==> config.mk <==
export PLATFORM = sky130hd
export DESIGN_NAME = arm7tdmi_jtag_tap_gen
export DESIGN_NICKNAME = d
export VERILOG_FILES = /design/src/rtl/arm7tdmi_jtag_tap_gen.sv
export SDC_FILE = /design/constraint.sdc
export NUM_CORES = 1
export LEC_CHECK = 0
export CAP_MARGIN = 15
export CORE_MARGIN = 2
export CORE_UTILIZATION = 45
export DETAILED_ROUTE_END_ITERATION = 12
export PLACE_DENSITY = 0.78
export RECOVER_POWER = 50
export SLEW_MARGIN = 20
export SYNTH_ARGS = -nofsm -noshare
export SYNTH_HDL_FRONTEND = slang
export SYNTH_SLANG_ARGS = --single-unit
==> constraint.sdc <==
create_clock -name tck -period 3.1 [get_ports tck]
set_input_delay 0.775 -clock tck [delete_from_list [all_inputs] [get_ports tck]]
set_output_delay 0.775 -clock tck [all_outputs]
set_load 0.05 [all_outputs]
==> src/rtl/arm7tdmi_jtag_tap_gen.sv <==
// arm7tdmi_jtag_tap_gen: parametrised IEEE 1149.1 TAP controller.
// Provides the 16-state TAP FSM, an IR of IR_LEN bits, the internal BYPASS
// and IDCODE data registers, and one-hot selects for NUM_EXT external chains.
// Optional macro TAP_IDCODE_EN: when defined, the 32-bit IDCODE DR is built
// and reset/TLR load IDCODE_INS. When undefined, there is no IDCODE DR,
// IDCODE_INS decodes as BYPASS, and reset/TLR load BYPASS_INS.
module arm7tdmi_jtag_tap_gen #(
  parameter int                IR_LEN     = 4,
  parameter logic [31:0]       IDCODE_VAL = 32'h0F0F0F0F,
  parameter int                NUM_EXT    = 2,
  parameter logic [IR_LEN-1:0] IDCODE_INS = {{(IR_LEN-1){1'b1}}, 1'b0},
  parameter logic [IR_LEN-1:0] BYPASS_INS = {IR_LEN{1'b1}}
) (
  input  logic               tck,
  input  logic               trst,
  input  logic               tms,
  input  logic               tdi,
  output logic               tdo,
  output logic               tdo_en,
  output logic [3:0]         tap_state,
  output logic               test_logic_reset,
  output logic               run_test_idle,
  output logic               capture_dr,
  output logic               shift_dr,
  output logic               update_dr,
  output logic               capture_ir,
  output logic               shift_ir,
  output logic               update_ir,
  output logic [IR_LEN-1:0]  current_ir,
  output logic [NUM_EXT-1:0] ext_select,
  input  logic [NUM_EXT-1:0] ext_tdo
);

  localparam logic [3:0] S_TLR   = 4'hF;
  localparam logic [3:0] S_RTI   = 4'hC;
  localparam logic [3:0] S_SELDR = 4'h7;
  localparam logic [3:0] S_CAPDR = 4'h6;
  localparam logic [3:0] S_SHDR  = 4'h2;
  localparam logic [3:0] S_EX1DR = 4'h1;
  localparam logic [3:0] S_PADR  = 4'h3;
  localparam logic [3:0] S_EX2DR = 4'h0;
  localparam logic [3:0] S_UPDDR = 4'h5;
  localparam logic [3:0] S_SELIR = 4'h4;
  localparam logic [3:0] S_CAPIR = 4'hE;
  localparam logic [3:0] S_SHIR  = 4'hA;
  localparam logic [3:0] S_EX1IR = 4'h9;
  localparam logic [3:0] S_PAIR  = 4'hB;
  localparam logic [3:0] S_EX2IR = 4'h8;
  localparam logic [3:0] S_UPDIR = 4'hD;

`ifdef TAP_IDCODE_EN
  localparam logic [IR_LEN-1:0] RST_IR = IDCODE_INS;
`else
  localparam logic [IR_LEN-1:0] RST_IR = BYPASS_INS;
`endif

  localparam logic [IR_LEN-1:0] IR_CAPTURE = IR_LEN'(2'b01);

  logic [3:0]        nxt_state;
  logic [IR_LEN-1:0] ir_sr;
  logic              bypass_sr;
  logic              ins_bypass;
  logic              ins_idcode;
  logic              ext_any;
  logic              ext_bit;

  // Next-state logic: standard 1149.1 transitions on tms
  always_comb begin
    nxt_state = S_TLR;
    case (tap_state)
      S_TLR:   nxt_state = tms ? S_TLR   : S_RTI;
      S_RTI:   nxt_state = tms ? S_SELDR : S_RTI;
      S_SELDR: nxt_state = tms ? S_SELIR : S_CAPDR;
      S_CAPDR: nxt_state = tms ? S_EX1DR : S_SHDR;
      S_SHDR:  nxt_state = tms ? S_EX1DR : S_SHDR;
      S_EX1DR: nxt_state = tms ? S_UPDDR : S_PADR;
      S_PADR:  nxt_state = tms ? S_EX2DR : S_PADR;
      S_EX2DR: nxt_state = tms ? S_UPDDR : S_SHDR;
      S_UPDDR: nxt_state = tms ? S_SELDR : S_RTI;
      S_SELIR: nxt_state = tms ? S_TLR   : S_CAPIR;
      S_CAPIR: nxt_state = tms ? S_EX1IR : S_SHIR;
      S_SHIR:  nxt_state = tms ? S_EX1IR : S_SHIR;
      S_EX1IR: nxt_state = tms ? S_UPDIR : S_PAIR;
      S_PAIR:  nxt_state = tms ? S_EX2IR : S_PAIR;
      S_EX2IR: nxt_state = tms ? S_UPDIR : S_SHIR;
      S_UPDIR: nxt_state = tms ? S_SELDR : S_RTI;
      default: nxt_state = S_TLR;
    endcase
  end

  // State register
  always_ff @(posedge tck) begin
    if (trst) tap_state <= S_TLR;
    else      tap_state <= nxt_state;
  end

  // IR shift register: capture 0..01, shift right with tdi into the MSB
  always_ff @(posedge tck) begin
    if (trst)                    ir_sr <= '0;
    else if (tap_state == S_CAPIR) ir_sr <= IR_CAPTURE;
    else if (tap_state == S_SHIR)  ir_sr <= {tdi, ir_sr[IR_LEN-1:1]};
  end

  // Active instruction: only UpdIR commits, so an aborted shift never lands
  always_ff @(posedge tck) begin
    if (trst)                      current_ir <= RST_IR;
    else if (tap_state == S_TLR)   current_ir <= RST_IR;
    else if (tap_state == S_UPDIR) current_ir <= ir_sr;
  end

  // Instruction decode, BYPASS first then IDCODE then external chains
  assign ins_bypass = (current_ir == BYPASS_INS);
`ifdef TAP_IDCODE_EN
  assign ins_idcode = !ins_bypass && (current_ir == IDCODE_INS);
`else
  assign ins_idcode = 1'b0;
`endif

  for (genvar k = 0; k < NUM_EXT; k++) begin : g_ext
    assign ext_select[k] = (current_ir == IR_LEN'(k)) &&
                           (current_ir != BYPASS_INS) &&
                           (current_ir != IDCODE_INS);
  end

  assign ext_any = |ext_select;
  assign ext_bit = |(ext_select & ext_tdo);

  // BYPASS DR: cleared on capture, follows tdi while shifting
  always_ff @(posedge tck) begin
    if (trst) bypass_sr <= 1'b0;
    else if (!ext_any && !ins_idcode) begin
      if (tap_state == S_CAPDR)     bypass_sr <= 1'b0;
      else if (tap_state == S_SHDR) bypass_sr <= tdi;
    end
  end

`ifdef TAP_IDCODE_EN
  logic [31:0] idcode_sr;

  // IDCODE DR: load the ID on capture, shift right with tdi into bit 31
  always_ff @(posedge tck) begin
    if (trst) idcode_sr <= '0;
    else if (ins_idcode) begin
      if (tap_state == S_CAPDR)     idcode_sr <= IDCODE_VAL;
      else if (tap_state == S_SHDR) idcode_sr <= {tdi, idcode_sr[31:1]};
    end
  end
`endif

  // tdo mux: selected register LSB while shifting, otherwise 0
  always_comb begin
    tdo = 1'b0;
    if (tap_state == S_SHIR) tdo = ir_sr[0];
    else if (tap_state == S_SHDR) begin
      if (ext_any) tdo = ext_bit;
`ifdef TAP_IDCODE_EN
      else if (ins_idcode) tdo = idcode_sr[0];
`endif
      else tdo = bypass_sr;
    end
  end

  assign tdo_en           = (tap_state == S_SHDR) || (tap_state == S_SHIR);
  assign test_logic_reset = (tap_state == S_TLR);
  assign run_test_idle    = (tap_state == S_RTI);
  assign capture_dr       = (tap_state == S_CAPDR);
  assign shift_dr         = (tap_state == S_SHDR);
  assign update_dr        = (tap_state == S_UPDDR);
  assign capture_ir       = (tap_state == S_CAPIR);
  assign shift_ir         = (tap_state == S_SHIR);
  assign update_ir        = (tap_state == S_UPDIR);

endmodule

## Word level (Yosys, flattened, before mapping)

Index checks and enable logic that the tools add are counted.

- Register bits after elaboration: 13
- Input bits: 6
- Output and inout port bits: 20
- Logic and storage cells: 62

- Equality and inequality tests: 18
- Mux-type cells: 20
- Bitwise operators: 2
- Reduce and logical (&&, ||, !) cells: 17

Operators by type and width:

| cell | number |
|---|---|
| $pmux 4 s12 | 1 |
| $eq 4x4->1 const B | 8 |
| $eq 4x3->1 const B | 4 |
| $mux 2 | 6 |
| $mux 3 | 4 |
| $reduce_or 2->1 | 6 |
| $eq 4x1->1 const B | 2 |
| $eq 4x2->1 const B | 2 |
| $logic_not 4->1 | 2 |
| $mux 1 | 8 |
| $ne 4x4->1 const B | 2 |
| $logic_and 1x1->1 | 4 |
| $mux 4 | 1 |
| $reduce_bool 2->1 | 2 |
| $reduce_or 3->1 | 1 |
| $and 2x2->2 | 1 |
| $reduce_and 2->1 | 1 |
| $logic_or 1x1->1 | 1 |
| $not 1->1 | 1 |

## Depth between registers and ports, before layout

Gate-level depths: netlist of the first run.

- Depth in word-level cells: 8
- Gate-level depth with buffers: 4
- Mapped depth without buffers: 3

## Least setup slack after synthesis of the first run

No wires, ideal clock.

- Path kind: register to output
- Start: register current_ir[0]
- End: output tdo
- Arrival time: 2.320 ns
- Data required time: 2.325 ns
- Slack: 0.005 ns
- Stages on the path, launching flop included: 4
- Buffers on the path: 0
- Path through: dfxtp_1 mux2_2 nand3_1 a311oi_1

- Word-level cells in the longest chain between the ends: 8
- Elaborated cells between the ends (all ways): 14
- Classes of those cells: 3 x eq/ne; 3 x mux; 1 x bitwise; 7 x reduce/logical

Ends and longest elaborated chain:

| element | line | RTL |
|---|---|---|
| start, declared | 29 | `output logic [IR_LEN-1:0] current_ir,` |
| start signal, assigned | 108 | `else if (tap_state == S_UPDIR) current_ir <= ir_sr;` |
| $ne 4x4->1 (tied with other cells) | 121 | `(current_ir != BYPASS_INS) &&` |
| $logic_and 1x1->1 | 120 | `assign ext_select[k] = (current_ir == IR_LEN'(k)) &&` |
| $logic_and 1x1->1 | 121 |  |
| $and 2x2->2 | 126 | `assign ext_bit = \|(ext_select & ext_tdo);` |
| $reduce_or 2->1 | 126 |  |
| $mux 1 (*) | 155 | `if (ext_any) tdo = ext_bit;` |
| $mux 1 (*) | 154 | `else if (tap_state == S_SHDR) begin` |
| $mux 1 (*) | 153 | `if (tap_state == S_SHIR) tdo = ir_sr[0];` |
| end, declared | 18 | `output logic tdo,` |

Every way passes the cells marked *; elsewhere a longest branch is shown, timed or not.

## Final worst setup path of the first run

- Start: register tap_state[3]
- End: output test_logic_reset

- Word-level cells in the longest chain between the ends: 1

Ends and longest elaborated chain:

| element | line | RTL |
|---|---|---|
| start, declared | 20 | `output logic [3:0] tap_state,` |
| start signal, assigned | 94 | `else tap_state <= nxt_state;` |
| $eq 4x4->1 | 164 | `assign test_logic_reset = (tap_state == S_TLR);` |
| end, declared | 21 | `output logic test_logic_reset,` |

No other way between the ends.

==> reports/results.ini, run 1 <==
[outcome]
status=finished clean

[worst_hold_path]
min_path_type=flip-flop to flip-flop

[clock_tree]
clkTransAtPathRegs_ns=0.08
ctsResizeCount=0
cts_tree=done
holdBufCountCts=0
clockBufferDepth=2
clk_latency_ns=0.27
clock-sinks=13
cts_made_buffers=3
postCtsSetupBuffers=0
h-tree-depth=1
clockRootBuffer=clkbuf_4

[floorplan]
die_w_um=43.25
die_h_um=43.25
io_pins=26
rows=14
start_util_pct=47.11
core_um2=1471
dieArea_um2=1870

[timing]
fin_crit_sh_pct=94.86
fmax_mhz=340.1
finalMaxSlewViolations=0
hold_viol=0
rsz0062_at_grt=no
fin_crit_ns=2.941
relSlewSlack_pct=65.97
fin_tns_setup_ns=0
finalSetupViolations=0
skew_ns=0.001609
worstMarginPinSlew_ns=0.5089

[power]
p_leak_nw=0.3719
peakVddDrop_mv=0.3520
p_per_area_nw_per_um2=515.5
p_total_w=0.0005057

[yosys]
synth_enable_flop_cells=0
synth_cell_types=28
syn_avg_cell_area_um2=7.788
syn-cell-area_um2=693.2
syn-num-nets=95
ys_seq_elements=13
synth_flop_cell=dfxtp_1
synthCells=89
ys_warn_count=0
async_flop_share_pct=0
synth-seq-area-share_pct=37.55

[global_route]
antenna_found_initial=0
grt_max_degree=17
first_global_vias=651
grt_first_pass_wirelength_um=2787
grtUsageTotal_pct=19.32
gr-total-overflow=0

[detailed_routing]
vias=714
firstDrtPassIters=4
drt_iter0_drc=5
drcViolationCount=0
ant_nets=0
wl_um=1586
vias_per_cell=5.492
wl_per_cell_um=12.20

[placement]
dp.cells=126
gp_congestion=0.7480
post-dp-hpwl_um=1176
port_buffers=25
placed_cell_area_um2=958.4

[layout]
drive_above_1_share_pct=7.018
antenna_cells=0
fill_cells=141
stdcell_area_um2=980.9
syn_to_final_growth_pct=41.52
fin_util_pct=66.67
instances_no_fill=130
fin_nets=121

[critical_path]
crit_arrival_ns=2.17
crit_end=test_logic_reset
cp-end-kind=output port
required_ns=2.32
worstPathMaxFanout=16
r2r_start=tap_state[0]
r2r_setup_slack_ns=1.45
start_kind=flip-flop
startpoint=tap_state[3]
path_class=flip-flop to output port
r2r-end=tap_state[1]
r2r_cells=4

[run]
max_cap_violations=0

==> worst min path at each step <==
| stage | start | end | cells after the start |
|---|---|---|---|
| final | ir_sr[2] | ir_sr[2] | 2 |
| after global routing | ir_sr[2] | ir_sr[2] | 2 |
| after CTS | ir_sr[2] | ir_sr[2] | 2 |
| after detailed placement | ir_sr[2] | ir_sr[2] | 2 |
| after global placement | bypass_sr | bypass_sr | 2 |
| after floorplan | ir_sr[2] | ir_sr[2] | 2 |
==> synth_stat cells (3+ instances only) <==
cell	n	area share, %
a21oi_1	6	4.3
buf_2	3	2.2
clkbuf_1	3	1.6
dfxtp_1	13	38
nand2_1	7	3.8
nand2b_1	3	2.7
nand3_1	4	2.9
nand3b_1	3	3.2
nor2_1	11	6.0
nor3_1	10	7.2
nor3b_1	3	3.2
o21bai_1	4	4.3
==> area by class of cell <==
cell class | count | area [µm²] | share of cell area [%]
Tap cell | 16 | 20.02 | 2.041
Clock buffer | 4 | 26.28 | 2.679
Timing Repair Buffer | 28 | 279.0 | 28.44
Inverter | 2 | 7.507 | 0.7653
Multi-Input combinational cell | 67 | 387.9 | 39.54
Sequential cell | 13 | 260.3 | 26.53
==> logic make-up after synthesis <==
family,Yosys count,synth area share (%)
and+or+nand+nor,47,35.02
muxes,1,1.624
DFF,13,37.55
buffers and inverters,9,6.498
AOI/OAI and AO/OA,19,19.32
==> stage by stage <==
step / worst slack [ns] / hold slack [ns]
finish: 0.1594 / 0.4769
detailed placement: 0.2467 / 0.4616
CTS: 0.1505 / 0.4736
floorplan: 0.004829 / 0.4457
global route: 0.03290 / 0.4907
global placement: 0.2822 / 0.4570
==> registers in the layout (all words and copies together), names as in the netlist <==
signal / flops
tap_state: 4
ir_sr: 4
bypass_sr: 1
current_ir: 4
==> per-layer routing <==
| metal | global-route usage [%] | share of wire [%] | vias up |
|---|---|---|---|
| met4 | 7.273 | 0.63 | 0 |
| met3 | 2.553 | 4.8 | 2 |
| met5 | 0 | 0 | - |
| li1 | - | - | 363 |
| met2 | 32.24 | 49 | 15 |
| met1 | 25.00 | 46 | 334 |
==> where the power goes <==
group / internal [W] / switching [W]
clock network: 0.0000497 / 0.0000533
registers: 0.000181 / 0.0000200
logic: 0.0000705 / 0.000131
==> layout by cell type, fill, tap and decap left out <==
master / count
nor3b_1: 3
and2_1: 1
o22ai_1: 1
a311oi_1: 1
nand2_1: 7
or4_1: 1
mux2_2: 1
o21bai_1: 4
buf_12: 1
nor3_1: 10
a21o_1: 2
or3_1: 1
or2_2: 1
a2111o_1: 1
nand3b_1: 3
a211o_1: 2
nor2_1: 11
nand3_1: 4
o31ai_1: 1
dfxtp_1: 13
clkbuf_1: 2
a21oi_1: 6
and3_1: 1
and3b_1: 1
clkbuf_4: 3
inv_1: 2
buf_4: 2
clkdlybuf4s50_1: 19
dlygate4sd3_1: 5
nand2b_1: 3
o21a_1: 1
==> critical path, stage by stage (launching register included) <==
cell	delay, ns
dfxtp_1	0.62
nand3_1	0.30
nor2_1	0.17
clkdlybuf4s50_1	0.81
(Power assumes the default switching activity.)
==> run 2, diff against run 1 <==
--- a/config.mk
+++ b/config.mk
@@ -9,6 +9,7 @@
 export CORE_MARGIN = 2
 export CORE_UTILIZATION = 45
 export DETAILED_ROUTE_END_ITERATION = 12
+export HOLD_SLACK_MARGIN = 0.02
 export PLACE_DENSITY = 0.78
 export RECOVER_POWER = 50
 export SLEW_MARGIN = 20
==> results of run 2 <==
The final DEF is identical to that of run 1; final timing and power are the same.
